File: config.mk
export PLATFORM = sky130hd
export DESIGN_NAME = sram_ctrl
export DESIGN_NICKNAME = d
export VERILOG_FILES = /design/src/rtl/sram_ctrl_pkg.sv /design/src/rtl/sram_ctrl.sv
export SDC_FILE = /design/constraint.sdc
export NUM_CORES = 1
export LEC_CHECK = 0
export ABC_AREA = 1
export CORE_ASPECT_RATIO = 1.75
export CORE_MARGIN = 2
export CORE_UTILIZATION = 36
export DETAILED_ROUTE_END_ITERATION = 16
export PLACE_DENSITY_LB_ADDON = 0.05
export SETUP_SLACK_MARGIN = 0.05
export SLEW_MARGIN = 20
export SYNTH_ARGS = -nofsm -noshare
export SYNTH_HDL_FRONTEND = slang
export SYNTH_SLANG_ARGS = --single-unit
File: constraint.sdc
create_clock -name clk -period 1.8 [get_ports clk]
set_input_delay 0.36 -clock clk [delete_from_list [all_inputs] [get_ports clk]]
set_output_delay 0.36 -clock clk [all_outputs]
set_load 0.02 [all_outputs]
File: src/rtl/sram_ctrl_pkg.sv
// Shared types and constants for the asynchronous SRAM bridge: FSM states,
// wait counter width and the idle/reset levels of the SRAM pins.
package sram_ctrl_pkg;

    typedef enum logic [2:0] {
        IDLE,
        WR_SETUP,
        WR_PULSE,
        WR_HOLD,
        RD_ACCESS,
        RD_DONE
    } state_t;

    localparam int WAIT_CNT_W = 4;

    typedef struct packed {
        logic ce_n;
        logic oe_n;
        logic we_n;
        logic ub_n;
        logic lb_n;
        logic dq_oe;
    } pins_t;

    localparam pins_t PINS_RESET = '{ce_n: 1'b1, oe_n: 1'b1, we_n: 1'b1,
                                     ub_n: 1'b1, lb_n: 1'b1, dq_oe: 1'b0};

    // Pin levels owned by each state; the bus is never driven while oe_n is low.
    function automatic pins_t pins_for(state_t s);
        pins_t p;
        p = PINS_RESET;
        case (s)
            WR_SETUP, WR_HOLD: begin
                p.ce_n  = 1'b0;
                p.ub_n  = 1'b0;
                p.lb_n  = 1'b0;
                p.dq_oe = 1'b1;
            end
            WR_PULSE: begin
                p.ce_n  = 1'b0;
                p.ub_n  = 1'b0;
                p.lb_n  = 1'b0;
                p.dq_oe = 1'b1;
                p.we_n  = 1'b0;
            end
            RD_ACCESS: begin
                p.ce_n = 1'b0;
                p.oe_n = 1'b0;
                p.ub_n = 1'b0;
                p.lb_n = 1'b0;
            end
            default: ;
        endcase
        return p;
    endfunction

endpackage

File: src/rtl/sram_ctrl.sv
// Strobe-to-SRAM bridge: turns single-cycle write/read strobes into fixed-length
// asynchronous SRAM cycles with WAIT_CYC wait states and a read-valid pulse.
module sram_ctrl
    import sram_ctrl_pkg::*;
#(
    parameter int ADDR_W   = 20,
    parameter int DATA_W   = 16,
    parameter int WAIT_CYC = 2
) (
    input  logic              clk,
    input  logic              rst,
    input  logic              write,
    input  logic              read,
    input  logic [ADDR_W-1:0] address,
    input  logic [DATA_W-1:0] writedata,
    output logic [DATA_W-1:0] readdata,
    output logic              readdatavalid,
    output logic              waitrequest,
    output logic              cmd_dropped,
    output logic [ADDR_W-1:0] sram_addr,
    output logic [DATA_W-1:0] sram_dq_o,
    output logic              sram_dq_oe,
    input  logic [DATA_W-1:0] sram_dq_i,
    output logic              sram_ce_n,
    output logic              sram_oe_n,
    output logic              sram_we_n,
    output logic              sram_ub_n,
    output logic              sram_lb_n
);

    localparam logic [WAIT_CNT_W-1:0] WR_LAST = WAIT_CNT_W'(WAIT_CYC - 1);
    localparam logic [WAIT_CNT_W-1:0] RD_LAST = WAIT_CNT_W'(WAIT_CYC);

    state_t                state, state_next;
    logic [WAIT_CNT_W-1:0] wait_cnt, cnt_next;
    logic                  accept_wr, accept_rd, capture, drop;
    pins_t                 pins;

    assign waitrequest = (state != IDLE);

    always_comb begin
        state_next = state;
        cnt_next   = wait_cnt;
        accept_wr  = 1'b0;
        accept_rd  = 1'b0;
        capture    = 1'b0;
        drop       = (state != IDLE) && (write || read);
        case (state)
            IDLE: begin
                if (write) begin
                    accept_wr  = 1'b1;
                    drop       = read;
                    state_next = WR_SETUP;
                end else if (read) begin
                    accept_rd  = 1'b1;
                    cnt_next   = '0;
                    state_next = RD_ACCESS;
                end
            end
            WR_SETUP: begin
                cnt_next   = '0;
                state_next = WR_PULSE;
            end
            WR_PULSE: begin
                if (wait_cnt == WR_LAST) state_next = WR_HOLD;
                else                     cnt_next   = wait_cnt + 1'b1;
            end
            WR_HOLD: state_next = IDLE;
            RD_ACCESS: begin
                if (wait_cnt == RD_LAST) begin
                    capture    = 1'b1;
                    state_next = RD_DONE;
                end else begin
                    cnt_next = wait_cnt + 1'b1;
                end
            end
            RD_DONE: state_next = IDLE;
            default: state_next = IDLE;
        endcase
    end

    // Pins are registered from the next state so they line up with the state they belong to.
    always_ff @(posedge clk) begin
        if (rst) begin
            state         <= IDLE;
            wait_cnt      <= '0;
            pins          <= PINS_RESET;
            sram_addr     <= '0;
            sram_dq_o     <= '0;
            readdata      <= '0;
            readdatavalid <= 1'b0;
            cmd_dropped   <= 1'b0;
        end else begin
            state         <= state_next;
            wait_cnt      <= cnt_next;
            pins          <= pins_for(state_next);
            readdatavalid <= capture;
            if (accept_wr || accept_rd) sram_addr <= address;
            if (accept_wr)              sram_dq_o <= writedata;
            if (capture)                readdata  <= sram_dq_i;
            if (drop)                   cmd_dropped <= 1'b1;
        end
    end

    assign sram_ce_n  = pins.ce_n;
    assign sram_oe_n  = pins.oe_n;
    assign sram_we_n  = pins.we_n;
    assign sram_ub_n  = pins.ub_n;
    assign sram_lb_n  = pins.lb_n;
    assign sram_dq_oe = pins.dq_oe;

endmodule

==> summary.md <==
| Metric | Value |
|---|---|
| Htree depth | `3` |
| Hold Crit Class | `flop to flop` |
| Post-Synthesis Cell Area | `about 2600 um2` |
| Vias | `2,471` |
| Worst skew pair latency | `~320 ps` |
| Overflow after GRT | `0` |
| Syn_nets | `around 380` |
| First-pass GRT wire length | `~11 mm` |
| Slew @ Worst Pin | `383 ps` |
| Hold-critical path endpoint | `sram_addr[7]` |
| N_diodes | `0` |
| Final nets | `about 500` |
| Setup TNS after final layout | `0 ps` |
| Layout cells sized above 1 | `~11%` |
| R2R cell count | `10` |
| Slowest cell on the critical path | `dfxtp_1` |
| Worst setup EP type | `output port` |
| Rows | `roughly 40` |
| Die W | `68.2 um` |
| GRT Util Overall | `between 10% and 20%` |
| Layout area overhead | `59.5%` |
| Sequential area share after synthesis | `between 50% and 60%` |
| CP Launch Type | `flop` |
| Vias in the first global route | `2,410` |
| Initial Util | `36.6%` |
| Clock Tree Buf Depth | `2` |
| CTS tree | `built` |
| Worst reg2reg setup slack | `around 280 ps` |
| Fillers | `679` |
| Peak VDD IR | `roughly 0.00081 V` |
| Worst-path clk slew | `roughly 50 ps` |
| Worst-path fanout max | `4` |
| PD cells | `1060 nW/um2` |
| Die ar. | `just under 8000 um2` |
| Crit path kind | `flop to output port` |
| Final Hold Viols | `0` |
| Worst flop-to-flop path endpoint | `wait_cnt[1]` |
| Core area | `7080 um2` |
| Port Buffers | `116` |
| # IOs | `between 100 and 150` |
| Worst clock skew | `2.83 ps` |
| Drt drc | `0` |
| Clock sink count | `between 60 and 70` |
| CP required | `1440 ps` |
| DIE HEIGHT | `~120 um` |
| Vias per cell | `4.69` |
| Crit path max-delay family | `flip-flops` |
| RSZ-0062 raised after global routing | `false` |
| Router iterations before antenna repair | `4` |
| Top Metal Used | `met4` |
| Leakage | `~0.0017 uW` |
| Synthesized area per cell | `about 8 um2` |
| Metal2 WL | `about 3.3 mm` |
| Wl on met1 | `around 2.7 mm` |
| R2R Path Start | `wait_cnt[0]` |
| Reg area | `1300 um2` |
| Slowest stage delay, CP | `between 300 and 400 ps` |
| Pre-CTS setup slack | `-8.91 ps` |
| Root Buffer | `clkbuf_16` |
| Worst setup margin | `133 ps` |
| Hold depth | `2` |
| Distinct cells, synth | `31` |
| Final Cycle Share | `around 93%` |
| Endpoints failing setup | `0` |
| Seq cells post-synth | `65` |
| Syn Inst Count | `approximately 320` |
| Initial antenna violation count | `0` |
| Iteration-0 DRC count of the detailed router | `84` |
| Dpl hpwl | `approximately 4.8 mm` |
| Drt wl/cell | `roughly 13 um` |
| Worst Path Buf+Inv | `1` |
| Crit-path cells | `nor2_4, nand2_4, dlygate4sd2_1` |
| GPL Wtd Cong | `between 0.7 and 0.8` |
| Status | `completed` |
| Slew Limit Headroom | `about three quarters` |
| Max cap viols | `0` |
| Largest net degree at the start of global routing | `27` |
| Max Clock Freq | `around 600 MHz` |
| Worst Path Arrival | `about 1300 ps` |
| Area of the multi-input gates | `between 1000 and 1500 um2` |
| Post-Place Cells | `510` |
| Slew Viols, Final | `0` |
| Synth Warn # | `0` |
| Worst hold start | `sram_addr[7]` |
| Met3 routed WL | `around 500 um` |
| TritonCTS buffer count | `9` |
| WL final | `6.73 mm` |
| Routed Antenna Nets | `0` |
| Min cycle time layout | `around 1700 ps` |
| Post-route insts no fill | `between 500 and 600` |
[layout make-up]
cell class,instances,area share [%]
repair buffers,126,30.1
flip-flops and latches,65,31.4
inverters,16,1.51
well taps,86,2.60
clock buffers,14,6.62
clock inverters,2,0.847
multi-input cells,218,26.8
[where the power goes]
part | internal (uW) | switching [uW] | total (uW)
Combinational | 459 | 524 | 983
Clock | 1180 | 576 | 1760
Sequential | 1570 | 68.8 | 1640
Total | 3210 | 1170 | 4380
[metrics by stage]
step | utilization, % | hold WS, ps | cell area, um2 | total power (uW)
after global routing | 58.4 | 477 | 4140 | 4590
final | 58.4 | 460 | 4140 | 4380
after global placement | 54.0 | 447 | 3820 | 2650
after CTS | 58.3 | 460 | 4130 | 4440
after floorplan | - | 477 | 2590 | 2210
after detailed placement | 54.0 | 452 | 3820 | 2650
[kinds of logic (layout without fill, tap and decap cells)]
family | Yosys count | after routing | share of synthesized area (%)
fa+ha+maj | 3 | 3 | 1.45
compound gates | 60 | 60 | 12.1
simple gates | 154 | 154 | 28.9
xor+xnor | 1 | 1 | 0.338
buf+inv | 34 | 158 | 7.04
flops | 65 | 65 | 50.2
[layout by cell type, fill, tap and decap left out, drive strengths merged, types with 3 or more instances in the layout]
master	n
dfxtp	65
buf	10
nor2	77
ha	3
o21ai	33
clkdlybuf4s50	115
nand3	27
nand2	47
a21oi	25
inv	16
clkbuf	14
[flip-flops by register name (all words and copies together), names as in the netlist]
| name | count |
|---|---|
| cmd_dropped | 1 |
| readdata | 16 |
| readdatavalid | 1 |
| sram_addr | 20 |
| sram_ce_n | 1 |
| sram_dq_o | 16 |
| sram_dq_oe | 1 |
| sram_oe_n | 1 |
| sram_we_n | 1 |
| state | 3 |
| wait_cnt | 4 |
[how the worst max path moves through the flow]
stage | depth (start not counted) | slack [ps] | end | start
final | 3 | 130 | waitrequest | state[1]
after detailed placement | 7 | -9 | sram_addr[0] | write
after global routing | 3 | 80 | waitrequest | state[2]
after global placement | 7 | 6 | sram_addr[17] | write
after floorplan | 10 | 420 | wait_cnt[1] | wait_cnt[0]
after CTS | 3 | 100 | waitrequest | state[0]
[cell usage after synthesis (all sizes together)]
library cell | count | share of area [%]
a21oi | 25 | 5.1
a31o | 1 | 0.34
and2 | 1 | 0.24
buf | 13 | 3.5
clkbuf | 5 | 1.1
dfxtp | 65 | 50
ha | 3 | 1.4
inv | 16 | 2.4
nand2 | 47 | 9.0
nand3 | 27 | 5.4
nand4 | 1 | 0.24
nor2 | 77 | 14
nor3 | 1 | 0.19
o21ai | 33 | 6.4
o31ai | 1 | 0.29
xnor2 | 1 | 0.34
[worst reg2reg max path, delay by kind of cell (launching register included)]
kind | cells | cell delay [ps]
and+or+nand+nor | 7 | 570
buffers and inverters | 2 | 130
adders and majority gates | 1 | 240
DFF | 1 | 460
[what timing repair did]
item                       in CTS  in global routing
pin swaps                       0                  1
resized for setup               1                  0
buffers inserted                0                  1
setup endpoints to repair       1                  1
hold buffers                    0                  0
[layer usage]
metal,vias up,track usage [%]
met3,15,6.17
met5,-,0
met2,85,30.9
li1,1259,-
met1,1112,18.8
met4,0,9.60
No activity file was read; power rests on OpenSTA's default activity.
